### config.mk
export PLATFORM = sky130hd
export DESIGN_NAME = conv_window_sequencer
export DESIGN_NICKNAME = d
export VERILOG_FILES = /design/src/rtl/conv_window_sequencer.sv
export SDC_FILE = /design/constraint.sdc
export NUM_CORES = 1
export LEC_CHECK = 0
export ABC_AREA = 1
export BUFFER_PORTS_ARGS = -buffer_cell sky130_fd_sc_hd__buf_2
export CAP_MARGIN = 25
export CORE_ASPECT_RATIO = 2
export CORE_MARGIN = 5
export CORE_UTILIZATION = 50
export CTS_BUF_LIST = sky130_fd_sc_hd__clkbuf_8
export DETAILED_ROUTE_END_ITERATION = 12
export HOLD_SLACK_MARGIN = 0.15
export PLACE_DENSITY = 0.8
export SYNTH_ARGS = -nofsm -noshare
export SYNTH_HDL_FRONTEND = slang
export SYNTH_SLANG_ARGS = --single-unit
### constraint.sdc
create_clock -name clk -period 1.8 [get_ports clk]
set_input_delay 0.09 -clock clk [delete_from_list [all_inputs] [get_ports clk]]
set_output_delay 0.09 -clock clk [all_outputs]
set_load 0.005 [all_outputs]
### src/rtl/conv_window_sequencer.sv
// Sequencer that walks a 3x3 window over an IMG_W x IMG_H frame and hands each RGB result downstream.
// Optional feature: define CONV_SEQ_PERF_CNT_EN to add the frame_cycles performance counter output.
module conv_window_sequencer #(
  parameter int DATA_WIDTH = 8,
  parameter int IMG_W      = 32,
  parameter int IMG_H      = 32,
  parameter int PIPE_LAT   = 4,
  localparam int RW        = 2*DATA_WIDTH+6,
  localparam int CW        = $clog2(IMG_W),
  localparam int HW        = $clog2(IMG_H)
) (
  input  logic          clk,
  input  logic          rst,
  input  logic          start,
  input  logic          abort,
  output logic          busy,
  output logic          done,
  output logic          load_weight,
  output logic          col_valid,
  output logic [CW-1:0] col_addr,
  output logic [HW-1:0] row_addr,
  output logic          total_window_done,
  input  logic [RW-1:0] conv_in,
  output logic [RW-1:0] result_data,
  output logic          result_valid,
`ifdef CONV_SEQ_PERF_CNT_EN
  output logic [31:0]   frame_cycles,
`endif
  input  logic          result_ready
);

  localparam int CNT_W = $clog2(PIPE_LAT+3);
  localparam logic [CNT_W-1:0] FEED_LAST  = CNT_W'(2);
  localparam logic [CNT_W-1:0] DRAIN_LAST = CNT_W'(PIPE_LAT-1);
  localparam logic [CW-1:0]    C_LAST     = CW'(IMG_W-3);
  localparam logic [HW-1:0]    R_LAST     = HW'(IMG_H-3);

  typedef enum logic [2:0] {
    S_IDLE, S_LOAD_W, S_FEED, S_DRAIN, S_OUT, S_CLR, S_DONE
  } state_t;

  state_t           state, state_n;
  logic [CNT_W-1:0] cnt, cnt_n;
  logic [CW-1:0]    c, c_n;
  logic [HW-1:0]    row, row_n;
  logic             abort_q, abort_n;
  logic             capture;

  always_ff @(posedge clk) begin
    if (rst) begin
      state       <= S_IDLE;
      cnt         <= '0;
      c           <= '0;
      row         <= '0;
      abort_q     <= 1'b0;
      result_data <= '0;
    end else begin
      state   <= state_n;
      cnt     <= cnt_n;
      c       <= c_n;
      row     <= row_n;
      abort_q <= abort_n;
      if (capture) result_data <= conv_in;
    end
  end

  // An abort reuses CLR for cleanup; abort_q tells CLR to fall back to IDLE instead of advancing.
  always_comb begin
    state_n = state;
    cnt_n   = cnt;
    c_n     = c;
    row_n   = row;
    abort_n = abort_q;
    capture = 1'b0;
    if (state != S_IDLE && abort) begin
      state_n = S_CLR;
      abort_n = 1'b1;
      cnt_n   = '0;
    end else begin
      case (state)
        S_IDLE:   if (start) state_n = S_LOAD_W;
        S_LOAD_W: begin
          c_n     = '0;
          row_n   = '0;
          cnt_n   = '0;
          state_n = S_FEED;
        end
        S_FEED: begin
          if (cnt == FEED_LAST) begin
            cnt_n   = '0;
            state_n = S_DRAIN;
          end else begin
            cnt_n = cnt + 1'b1;
          end
        end
        S_DRAIN: begin
          if (cnt == DRAIN_LAST) begin
            cnt_n   = '0;
            capture = 1'b1;
            state_n = S_OUT;
          end else begin
            cnt_n = cnt + 1'b1;
          end
        end
        S_OUT:    if (result_ready) state_n = S_CLR;
        S_CLR: begin
          abort_n = 1'b0;
          if (abort_q) begin
            state_n = S_IDLE;
          end else if (c == C_LAST && row == R_LAST) begin
            c_n     = '0;
            row_n   = '0;
            state_n = S_DONE;
          end else begin
            state_n = S_FEED;
            if (c == C_LAST) begin
              c_n   = '0;
              row_n = row + 1'b1;
            end else begin
              c_n = c + 1'b1;
            end
          end
        end
        S_DONE:   state_n = S_IDLE;
        default:  state_n = S_IDLE;
      endcase
    end
  end

  assign busy              = (state != S_IDLE);
  assign done              = (state == S_DONE);
  assign load_weight       = (state == S_LOAD_W);
  assign col_valid         = (state == S_FEED);
  assign col_addr          = col_valid ? c + CW'(cnt) : '0;
  assign row_addr          = row;
  assign total_window_done = (state == S_CLR);
  assign result_valid      = (state == S_OUT);

`ifdef CONV_SEQ_PERF_CNT_EN
  always_ff @(posedge clk) begin
    if (rst)                         frame_cycles <= '0;
    else if (state == S_IDLE && start) frame_cycles <= '0;
    else if (busy)                   frame_cycles <= frame_cycles + 32'd1;
  end
`endif

endmodule
==> flow_metrics.env <==
export IMPL_grt_pass1_wl_um=9320
export IMPL_die_area_sq_mm=0.00568
export IMPL_ant_nets=0
export IMPL_crit_start="c[0]$_SDFFE_PP0P_"
export IMPL_utilization=0.686
export IMPL_synth_async_reset_ratio=0
export IMPL_period_share=0.951
export IMPL_hpwl_um=3850
export IMPL_peakVddDrop_mv=0.754
export IMPL_whs_ns=0.241
export IMPL_ys_seq_elements=39
export IMPL_hp_start="result_ready"
export IMPL_clk_latency_ns=0.28
export IMPL_dieHeight_um=102
export IMPL_fin_crit_ns=1.71
export IMPL_final_common_cell="buf_2"
export IMPL_start_util=0.515
export IMPL_drt_first_pass_iters=4
export IMPL_viasPerCell=5.14
export IMPL_finalWeightedCongestion=0.863
export IMPL_regToRegSetupSlack_ns=0.16
export IMPL_critPathCaptureType="output pin"
export IMPL_synthesis_area_sq_mm=0.00210
export IMPL_synth_yosys_warnings=0
export IMPL_leakagePower_uw=0.00129
export IMPL_hold_path_class="primary input to flop"
export IMPL_cts_reportedPaths_clkPinSlew_ns=0.07
export IMPL_cts_path_max_buffers=2
export IMPL_report_final_slew_viol_count=0
export IMPL_sw_frac_of_total=0.351
export IMPL_finalHoldViolCount=0
export IMPL_die_width_um=55.9
export IMPL_setup_violations=0
export IMPL_grt_util_all_layers=0.206
export IMPL_rsz0062_at_grt="no"
export IMPL_endpoint="col_addr[4]"
export IMPL_clockPowerShare=0.287
export IMPL_synthDistinctLibCells=32
export IMPL_area_delta_synth_final_pct=33.4
export IMPL_cp_data_arrival_time_ns=1.62
export IMPL_final_cell_mix="buf_2 (64), inv_1 (50), nand2_1 (40)"
export IMPL_top_layer="met4"
export IMPL_synth_edf_count=0
export IMPL_comb_power_share=0.296
export IMPL_antenna_found_initial=0
export IMPL_power_density_mw_per_mm2=867
export IMPL_nets=409
export IMPL_diodes=0
export IMPL_crit_required_ns=1.71
export IMPL_ctsHtreeMaxLevel=2
export IMPL_rows=33
export IMPL_p_switching_uw=854
export IMPL_routed_wl_um=5720
export IMPL_critPathKind="flop to output pin"
export IMPL_num_vias=2168
export IMPL_synth_flop_cell="dfxtp_1"
export IMPL_port_buffers=64
export IMPL_grt_overflow=0
export IMPL_drc=0
export IMPL_status="complete, no violations"
export IMPL_coreArea_sq_mm=0.00409
export IMPL_path_max_fanout=5
export IMPL_cts_made_buffers=5
export IMPL_drtIter0Drc=47
export IMPL_start_kind="flop"
export IMPL_p_int_uw=1580
export IMPL_tritoncts="done"
export IMPL_finalSetupTns_ns=0
export IMPL_slew_headroom=0.714
export IMPL_ios=65
export IMPL_wirelength_met1_um=2060
export IMPL_synth_area_per_cell_sq_um=7.46
export IMPL_syn_inst=282
export IMPL_r2r_end="state[2]$_SDFFE_PP0P_"
export IMPL_max_freq_mhz=584
export IMPL_route_met3_wl_um=318
export IMPL_synth_seq_area_share=0.371
export IMPL_worstMarginPinSlew_ns=0.429
export IMPL_first_global_vias=2141
export IMPL_r2r_cells=8
export IMPL_root_buffer="clkbuf_8"
export IMPL_synth_nets=321
export IMPL_routedWlPerCell_um=13.5
export IMPL_grt_max_degree=45
export IMPL_clock_skew_ns=0.00231
export IMPL_drive_above_1_share=0.273
export IMPL_cap_violations=0
export IMPL_seqPwrFrac=0.416
export IMPL_cts_sinks=39
export IMPL_met2_wirelength_um=3070
export IMPL_r2r_start="cnt[0]$_SDFFE_PP0P_"
logic make-up after synthesis:
family          after synthesis  synth area share
simple gates                 98             0.243
compound gates               72             0.183
buf+inv                      61             0.128
flops                        39             0.371
fa+ha+maj                    12            0.0750
power by group through the flow:
stage / sequential [uW] / combinational, uW / clock (uW)
finish: 1010 / 721 / 699
global route: 1020 / 797 / 755
CTS: 1010 / 699 / 717
global placement: 1020 / 640 / 0
detailed placement: 1030 / 652 / 0
floorplan: 965 / 533 / 0
how the worst min path moves through the flow:
stage,endpoint,slack (ns),cells past startpoint
after floorplan,abort_q$_SDFFE_PP0P_,0.16,1
after global placement,result_data[21]$_SDFFE_PP0P_,0.35,3
after detailed placement,result_data[18]$_SDFFE_PP0P_,0.36,3
after CTS,state[2]$_SDFFE_PP0P_,0.24,5
after global routing,state[1]$_SDFFE_PP0P_,0.27,4
final,state[2]$_SDFFE_PP0P_,0.24,5
metal layers:
layer | up-vias | global-route usage
li1 | 1082 | -
met1 | 981 | 0.192
met2 | 81 | 0.397
met3 | 24 | 0.0434
met4 | 0 | 0.128
met5 | - | 0
layout make-up:
| type | instances | area, sq um |
|---|---|---|
| well taps | 52 | 65.1 |
| flip-flops and latches | 39 | 788 |
| clock inverters | 2 | 33.8 |
| clock buffers | 5 | 68.8 |
| multi-input cells | 183 | 1090 |
| inverters | 52 | 195 |
| repair buffers | 89 | 568 |
| fillers | 357 | 1280 |
registers in the layout, summed over array words and instances, names as in the netlist:
signal	flops
cnt	3
state	3
abort_q	1
result_data	22
c	5
row_addr	5
per-stage QoR:
step	setup WS [ns]	std cells	instance area, sq um	total power (uW)
finish	0.0891	422	2810	2430
global route	0.00244	422	2810	2570
CTS	0.0175	421	2770	2420
detailed placement	0.0882	390	2420	1680
global placement	0.129	390	2420	1660
floorplan	0.434	282	2100	1500
worst max-delay path, cell delays in order, from the launching register on:
cell and delay (ns):
dfxtp_4 0.37, ha_4 0.17, fa_2 0.37, nand2_1 0.07, a21oi_1 0.07, o21ai_1 0.11, a21oi_1 0.05, buf_2 0.13
synthesized netlist by cell type (4+ instances only):
library cell	count	area share
nor2_4	4	0.021
dfxtp_1	39	0.37
nor3_1	4	0.0095
ha_1	11	0.065
nor2_1	21	0.037
o21ai_0	14	0.033
buf_6	4	0.021
nand2_1	40	0.071
o21ai_1	16	0.038
a21oi_1	33	0.079
inv_1	49	0.087
nand3_1	11	0.026
what timing repair did:
| item | 4_1_cts | 5_1_grt |
|---|---|---|
| pin swaps | 0 | 2 |
| resized for setup | 3 | 8 |
| setup buffers | 0 | 0 |
| cloned | 0 | 1 |
| hold endpoints to repair | 25 | 0 |
| hold buffers | 24 | 0 |
| setup endpoints to repair | 1 | 25 |
Note: power is estimated with default switching activity, not from simulation.
